--- src/rtl/spram_arbiter_if.sv ---
// ---------------------------------------------------------------------------
// spram_arbiter_if
//
// Purpose:
//   Bundles everything the single-port RAM arbiter talks to apart from clock
//   and reset: the write requester, the read requester and the RAM port.
//
// Parameters:
//   DATA_WIDTH  word width of requester data and RAM data
//   ADDR_WIDTH  RAM address width
//
// Signals:
//   wr_req / wr_addr / wr_data   write request, held until wr_gnt
//   wr_gnt                       write accepted this cycle
//   rd_req / rd_addr             read request, held until rd_gnt
//   rd_gnt                       read accepted this cycle
//   rd_valid / rd_data           read result, one cycle after rd_gnt
//   ram_cs / ram_we              RAM chip select / write enable
//   ram_addr / ram_wdata         RAM address / write data
//   ram_rdata                    RAM read data, valid the cycle after a read
//
// Modports:
//   slave   the arbiter itself
//   master  the environment: both requesters plus the RAM macro
// ---------------------------------------------------------------------------
interface spram_arbiter_if #(
    parameter int DATA_WIDTH = 8,
    parameter int ADDR_WIDTH = 4
);

    logic                  wr_req;
    logic [ADDR_WIDTH-1:0] wr_addr;
    logic [DATA_WIDTH-1:0] wr_data;
    logic                  wr_gnt;

    logic                  rd_req;
    logic [ADDR_WIDTH-1:0] rd_addr;
    logic                  rd_gnt;
    logic                  rd_valid;
    logic [DATA_WIDTH-1:0] rd_data;

    logic                  ram_cs;
    logic                  ram_we;
    logic [ADDR_WIDTH-1:0] ram_addr;
    logic [DATA_WIDTH-1:0] ram_wdata;
    logic [DATA_WIDTH-1:0] ram_rdata;

    modport slave (
        input  wr_req, wr_addr, wr_data,
        input  rd_req, rd_addr,
        input  ram_rdata,
        output wr_gnt, rd_gnt, rd_valid, rd_data,
        output ram_cs, ram_we, ram_addr, ram_wdata
    );

    modport master (
        output wr_req, wr_addr, wr_data,
        output rd_req, rd_addr,
        output ram_rdata,
        input  wr_gnt, rd_gnt, rd_valid, rd_data,
        input  ram_cs, ram_we, ram_addr, ram_wdata
    );

endinterface

--- src/rtl/spram_arbiter.sv ---
// ---------------------------------------------------------------------------
// spram_arbiter
//
// Purpose:
//   Shares one single-port RAM between a write requester and a read
//   requester. Grants are combinational (zero-wait when uncontended), at most
//   one access per cycle. Under contention the write side wins, unless the
//   read side has waited MAX_WAIT cycles, in which case the starved side wins.
//   Read data is returned one cycle after the read grant with rd_valid.
//
// Optional feature (macro SPRAM_ARB_RR_EN):
//   When defined, contention without a starvation override alternates between
//   the two sides using a last-grant register (the side not granted last
//   wins). When undefined, write always wins and no last-grant register exists.
//
// Parameters:
//   DATA_WIDTH  word width (default 8)
//   MEM_DEPTH   number of RAM words (default 16)
//   ADDR_WIDTH  address width (default $clog2(MEM_DEPTH))
//   MAX_WAIT    starvation limit in cycles, 1..15 (default 4)
//
// Ports:
//   clk    single clock, rising edge
//   rst_n  asynchronous active-low reset
//   bus    spram_arbiter_if.slave: requesters and RAM port
// ---------------------------------------------------------------------------
module spram_arbiter #(
    parameter int DATA_WIDTH = 8,
    parameter int MEM_DEPTH  = 16,
    parameter int ADDR_WIDTH = $clog2(MEM_DEPTH),
    parameter int MAX_WAIT   = 4
) (
    input  logic              clk,
    input  logic              rst_n,
    spram_arbiter_if.slave    bus
);

    // Elaboration-time sanity check: the wait counters are 4 bits wide and
    // the address must be able to reach every RAM word.
    if (MAX_WAIT < 1 || MAX_WAIT > 15 || (1 << ADDR_WIDTH) < MEM_DEPTH) begin : g_bad_params
        $error("spram_arbiter: MAX_WAIT must be 1..15 and ADDR_WIDTH must cover MEM_DEPTH");
    end

    typedef logic [3:0] wait_cnt_t;

    localparam wait_cnt_t WAIT_LIMIT = wait_cnt_t'(MAX_WAIT);

    wait_cnt_t wr_wait;
    wait_cnt_t rd_wait;

    logic wr_starved;
    logic rd_starved;
    logic wr_win;
    logic rd_win;
    logic wr_gnt;
    logic rd_gnt;
    logic rd_valid;

`ifdef SPRAM_ARB_RR_EN
    typedef enum logic {
        LAST_RD = 1'b0,
        LAST_WR = 1'b1
    } last_gnt_t;

    last_gnt_t last_gnt;
`endif

    // A side only counts as starved while it is actually requesting; the
    // counter itself already clears whenever the request drops.
    assign wr_starved = bus.wr_req && (wr_wait == WAIT_LIMIT);
    assign rd_starved = bus.rd_req && (rd_wait == WAIT_LIMIT);

    // Arbitration decision. A lone request always wins at once. Under
    // contention a starved side overrides the normal policy; if both or
    // neither are starved the normal policy (fixed write priority, or
    // alternation when the round-robin option is built in) decides.
    always_comb begin
        wr_win = 1'b0;
        rd_win = 1'b0;
        if (bus.wr_req && bus.rd_req) begin
            if (wr_starved && !rd_starved) begin
                wr_win = 1'b1;
            end else if (rd_starved && !wr_starved) begin
                rd_win = 1'b1;
            end else begin
`ifdef SPRAM_ARB_RR_EN
                if (last_gnt == LAST_RD) begin
                    wr_win = 1'b1;
                end else begin
                    rd_win = 1'b1;
                end
`else
                wr_win = 1'b1;
`endif
            end
        end else if (bus.wr_req) begin
            wr_win = 1'b1;
        end else if (bus.rd_req) begin
            rd_win = 1'b1;
        end
    end

    // Grants are forced low while reset is held, independent of requests,
    // so nothing reaches the RAM during reset.
    assign wr_gnt = rst_n && wr_win;
    assign rd_gnt = rst_n && rd_win;

    // Write wait counter: counts cycles spent requesting without a grant,
    // saturating at the starvation limit; any grant or idle cycle clears it.
    always_ff @(posedge clk or negedge rst_n) begin
        if (!rst_n) begin
            wr_wait <= '0;
        end else if (bus.wr_req && !wr_gnt) begin
            if (wr_wait != WAIT_LIMIT) begin
                wr_wait <= wr_wait + wait_cnt_t'(1);
            end
        end else begin
            wr_wait <= '0;
        end
    end

    // Read wait counter, same behaviour as the write side.
    always_ff @(posedge clk or negedge rst_n) begin
        if (!rst_n) begin
            rd_wait <= '0;
        end else if (bus.rd_req && !rd_gnt) begin
            if (rd_wait != WAIT_LIMIT) begin
                rd_wait <= rd_wait + wait_cnt_t'(1);
            end
        end else begin
            rd_wait <= '0;
        end
    end

`ifdef SPRAM_ARB_RR_EN
    // Last-grant register: remembers which side was served most recently so
    // that the other side wins the next plain contention. Resetting to read
    // makes the first contended grant after reset go to the write side.
    always_ff @(posedge clk or negedge rst_n) begin
        if (!rst_n) begin
            last_gnt <= LAST_RD;
        end else if (wr_gnt) begin
            last_gnt <= LAST_WR;
        end else if (rd_gnt) begin
            last_gnt <= LAST_RD;
        end
    end
`endif

    // The RAM returns read data one cycle after the access, so rd_valid is
    // simply the registered read grant. Asynchronous reset kills a pending
    // read result.
    always_ff @(posedge clk or negedge rst_n) begin
        if (!rst_n) begin
            rd_valid <= 1'b0;
        end else begin
            rd_valid <= rd_gnt;
        end
    end

    // RAM port mux. A write in the cycle after a read does not disturb the
    // read result because the RAM only updates its read data on read
    // accesses; a read right after a write sees the freshly written word.
    assign bus.ram_cs    = wr_gnt || rd_gnt;
    assign bus.ram_we    = wr_gnt;
    assign bus.ram_addr  = wr_gnt ? bus.wr_addr
                         : rd_gnt ? bus.rd_addr
                         : {ADDR_WIDTH{1'b0}};
    assign bus.ram_wdata = wr_gnt ? bus.wr_data : {DATA_WIDTH{1'b0}};

    assign bus.wr_gnt    = wr_gnt;
    assign bus.rd_gnt    = rd_gnt;
    assign bus.rd_valid  = rd_valid;
    assign bus.rd_data   = rd_valid ? bus.ram_rdata : {DATA_WIDTH{1'b0}};

endmodule
--- src/flat_wrapper.sv ---
// flat-port wrapper written by rule: the top's interface ports become plain ports
module spram_arbiter_flat 
#(
    parameter int DATA_WIDTH = 8,
    parameter int MEM_DEPTH  = 16,
    parameter int ADDR_WIDTH = $clog2(MEM_DEPTH),
    parameter int MAX_WAIT   = 4
)
  (clk, rst_n, bus_wr_req, bus_wr_addr, bus_wr_data, bus_rd_req, bus_rd_addr, bus_ram_rdata, bus_wr_gnt, bus_rd_gnt, bus_rd_valid, bus_rd_data, bus_ram_cs, bus_ram_we, bus_ram_addr, bus_ram_wdata);
  spram_arbiter_if #(.DATA_WIDTH(DATA_WIDTH), .ADDR_WIDTH(ADDR_WIDTH)) bus_i ();
  input  logic clk;
  input  logic rst_n;
  input wire logic [$bits(bus_i.wr_req)-1:0] bus_wr_req;
  input wire logic [$bits(bus_i.wr_addr)-1:0] bus_wr_addr;
  input wire logic [$bits(bus_i.wr_data)-1:0] bus_wr_data;
  input wire logic [$bits(bus_i.rd_req)-1:0] bus_rd_req;
  input wire logic [$bits(bus_i.rd_addr)-1:0] bus_rd_addr;
  input wire logic [$bits(bus_i.ram_rdata)-1:0] bus_ram_rdata;
  output wire logic [$bits(bus_i.wr_gnt)-1:0] bus_wr_gnt;
  output wire logic [$bits(bus_i.rd_gnt)-1:0] bus_rd_gnt;
  output wire logic [$bits(bus_i.rd_valid)-1:0] bus_rd_valid;
  output wire logic [$bits(bus_i.rd_data)-1:0] bus_rd_data;
  output wire logic [$bits(bus_i.ram_cs)-1:0] bus_ram_cs;
  output wire logic [$bits(bus_i.ram_we)-1:0] bus_ram_we;
  output wire logic [$bits(bus_i.ram_addr)-1:0] bus_ram_addr;
  output wire logic [$bits(bus_i.ram_wdata)-1:0] bus_ram_wdata;
  assign bus_i.wr_req = bus_wr_req;
  assign bus_i.wr_addr = bus_wr_addr;
  assign bus_i.wr_data = bus_wr_data;
  assign bus_i.rd_req = bus_rd_req;
  assign bus_i.rd_addr = bus_rd_addr;
  assign bus_i.ram_rdata = bus_ram_rdata;
  assign bus_wr_gnt = bus_i.wr_gnt;
  assign bus_rd_gnt = bus_i.rd_gnt;
  assign bus_rd_valid = bus_i.rd_valid;
  assign bus_rd_data = bus_i.rd_data;
  assign bus_ram_cs = bus_i.ram_cs;
  assign bus_ram_we = bus_i.ram_we;
  assign bus_ram_addr = bus_i.ram_addr;
  assign bus_ram_wdata = bus_i.ram_wdata;
  spram_arbiter #(.DATA_WIDTH(DATA_WIDTH), .MEM_DEPTH(MEM_DEPTH), .ADDR_WIDTH(ADDR_WIDTH), .MAX_WAIT(MAX_WAIT)) u_core (.clk(clk), .rst_n(rst_n), .bus(bus_i));
endmodule
--- config.mk ---
export PLATFORM = sky130hd
export DESIGN_NAME = spram_arbiter_flat
export DESIGN_NICKNAME = d
export VERILOG_FILES = /design/src/rtl/spram_arbiter_if.sv /design/src/rtl/spram_arbiter.sv /design/src/flat_wrapper.sv
export SDC_FILE = /design/constraint.sdc
export NUM_CORES = 1
export LEC_CHECK = 0
export BUFFER_PORTS_ARGS = -buffer_cell sky130_fd_sc_hd__buf_4
export CAP_MARGIN = 15
export CORE_MARGIN = 4
export CORE_UTILIZATION = 28
export CTS_CLUSTER_DIAMETER = 200
export DETAILED_ROUTE_END_ITERATION = 8
export GPL_ROUTABILITY_DRIVEN = 1
export GPL_TIMING_DRIVEN = 0
export MAX_ROUTING_LAYER = met4
export PLACE_DENSITY = 0.54
export SLEW_MARGIN = 20
export SYNTH_ARGS = -nofsm -noshare
export SYNTH_HDL_FRONTEND = slang
export SYNTH_SLANG_ARGS = --single-unit
export TNS_END_PERCENT = 5
--- constraint.sdc ---
create_clock -name clk -period 2.9 [get_ports clk]
set_input_delay 0 -clock clk [delete_from_list [all_inputs] [get_ports clk]]
set_output_delay 0 -clock clk [all_outputs]
set_load 0.01 [all_outputs]
==> qor.yml <==
outcome:
  status: "complete, no violations"
finish:
  area_growth_pct: 62.25
  post_route_cells_drive_above_1_share_pct: 46.48
  n_antenna_cell: 0
  nets: 175
  final-instance-count-excl-fill: 172
drt:
  detail-route-antenna-nets: 0
  drt-initial-drc-count: 15
  final_wl_mm: 2.172
  route.detailed.vias_per_inst: 4.674
  vias: 804
  detail_route.drc_violations: 0
  wl_per_cell_um: 12.63
  first_pass_iters: 4
setup_path:
  worst-setup-path-type: "reg2out"
  critPathRequiredTime_ns: 2.90
  critical_path.endpoint_type: "primary output"
  worstPathMaxFanout: 10
  cp.arrival_ns: 2.02
  cp_slowest_cell: "a31oi_1"
  worst-r2r-setup-slack_ns: 1.27
  cp_cell_sequence: "inv_1, ha_1, and3b_2, a31oi_1, and2_2, buf_4"
  kind_of_launch_point_of_the_worst_setup_path: "register"
  delay_of_the_slowest_critical_path_stage_ns: 0.48
run:
  maxCapViolations: 0
die:
  die_height_um: 59.61
  die_w_um: 59.61
  placement_rows: 18
  io-pin-count: 53
  fp.coreArea_um2: 2500
  die_area_um2: 3553
  floorplan.initialDensity_pct: 29.83
placement:
  buffer_ports.inserted: 52
  dp.cells: 167
  place.detailed.hpwl_mm: 1.841
  place.gp.congestion: 0.8197
global_routing:
  grt_usage_pct: 13.33
  number_of_antenna_violations_at_the_first_check_in_global_routing: 0
  global_route.overflow_total: 0
  grt_start_max_net_pins: 11
  wire_length_of_the_first_global_routing_pass_mm: 3.456
  first_global_vias: 811
hold_path:
  min_path_type: "in2reg"
sta:
  min_period_ns: 2.015
  final_setup_fails: 0
  fin_tns_setup_ns: 0
  worst_clock_skew_ns: 0.001602
  final_hold_violation_count: 0
  maxClockFrequency_mhz: 496.2
  grt_setup_unrepaired: "no"
  hold-worst-slack_ns: 0.04686
  worst_margin_pin_slew_ns: 0.5721
  final.period_utilization_pct: 69.49
  report.final.slew_viol_count: 0
  worst_slew_margin_pct: 61.68
logic_synthesis:
  netlist_top_cells_count: "12 x and2_1, 11 x nand2_1, 9 x dfrtp_1"
  ys.flop_type: "dfrtp_1"
  cell_count_after_synthesis: 85
  synth-seq-cells: 9
  synth_cell_types: 28
  total_nets_after_synthesis: 117
  synthesis.yosys.warnings: 0
  synth_top_area_cell: "dfrtp_1"
  synth-async-reset-ratio_pct: 100.0
  yosys.cell_count.top_type: "and2_1"
  post_synth_instance_area_um2: 745.7
  syn_avg_cell_area_um2: 8.773
  netlist_top_cells_area: "dfrtp_1 30%, and2_1 10%, ha_1 6.7%, nand2_1 5.5%, nor3b_2 5.0%"
  post_synth_edffs: 0
  synth_top_area_share_pct: 30.20
  synth_seq_area_share_pct: 30.20
power_and_ir_drop:
  pwr-share-clk_pct: 27.0
  p_total_uw: 354.4
  intPower_uw: 252.2
  leakage_nw: 0.6223
  power_frac_comb_pct: 34.1
  sequential_power_share_pct: 38.9
  netSwitchingPower_uw: 102.2
  max-vdd-ir-drop_v: 0.0002913
  power.density_cell_area_nw_per_um2: 292.9
  swShare_pct: 28.84
clock_tree:
  tritoncts_num_sinks: 9
  clockBufferDepth: 2
  tritoncts: "done"
  cts.clk_slew.worst_paths_ns: 0.06
  cts_buffers: 3
  cts.repair.resized: 0
  ctsHtreeMaxLevel: 1
  root_buffer: "clkbuf_4"
  clock_insertion_delay_worst_skew_ns: 0.26
## cells in the final DEF, fill, tap and decap left out, drive strengths merged
cell type    count
xnor2            3
o22ai            4
a31oi            2
nand3b           2
o31a             1
clkbuf           6
o31ai            1
xor2             1
o21ai            2
inv              5
a211oi           2
and2            16
nor2b            2
nor3b            3
o21a             1
a221oi           2
nand3            2
and3b            2
nand2           11
dlygate4sd3      1
nor2             3
ha               4
buf             54
mux2i            3
dfrtp            9
## power groups by stage
stage	clock network [mW]	logic, mW	registers, mW
2_1_floorplan	0	0.0560	0.139
3_3_place_gp	0	0.120	0.140
3_5_place_dp	0	0.122	0.140
4_1_cts	0.103	0.123	0.138
5_1_grt	0.110	0.134	0.139
6_report	0.0956	0.121	0.138
## sequential cells by signal, indices dropped and copies added (netlist names)
name                 count
u_core.wr_wait           4
u_core.bus.rd_valid      1
u_core.rd_wait           4
## timing repair
action | CTS | global route
hold buffers | 1 | 0
setup buffers | 0 | 0
endpoints found under the hold margin | 9 | 0
## path summary, 6_finish.rpt
check	depth (start not counted)	start	to
max	6	u_core.rd_wait[0]	bus_ram_wdata[4]
min	3	bus_wr_req	u_core.wr_wait[2]
max reg2reg	6	u_core.wr_wait[0]	u_core.wr_wait[1]
min reg2reg	2	u_core.rd_wait[1]	u_core.rd_wait[1]
max in group asynchronous	2	rst_n	u_core.rd_wait[0]
min in group asynchronous	2	rst_n	u_core.wr_wait[3]
## critical path, delay by kind of cell (launching register included)
family | cells | cell delay, ns
buf+inv | 2 | 0.19
flops | 1 | 0.38
fa+ha+maj | 1 | 0.22
compound gates | 1 | 0.48
simple gates | 2 | 0.49
## cells by family (layout without fill, tap and decap cells)
family,count (synthesis),after routing,synth area share [%]
AOI/OAI and AO/OA,15,15,14.60
buffers and inverters,9,66,6.041
DFF,9,9,30.20
adders and majority gates,4,4,6.712
and+or+nand+nor,41,41,33.72
xor gates and xnor gates,4,4,4.699
muxes,3,3,4.027
## layer usage
layer	global-route usage [%]	wire length, µm	share of wire [%]	vias up
met1	14.36	832	38	369
met4	5.696	10	0.46	0
met5	-	0	0	-
met2	22.93	1127	52	27
met3	3.486	201	9.3	2
li1	-	-	-	406
## final cells by class
cell class / count / area (µm²)
buffer: 4 / 26.28
multi-input combinational: 67 / 475.5
fill: 253 / 1290
tap: 30 / 37.54
inverter: 5 / 18.77
timing repair buffer: 53 / 400.4
clock buffer: 4 / 26.28
sequential: 9 / 225.2
## through the flow
step                      instance area, µm²  setup WS [ns]  util (%)
after floorplan                        745.7          1.298         -
after global placement                  1174          1.175     46.95
after detailed placement                1174          1.144     46.95
after CTS                               1210         0.8516     48.40
after global routing                    1210         0.5941     48.40
final                                   1210         0.8848     48.40
Power figures use the tool's default switching activity.
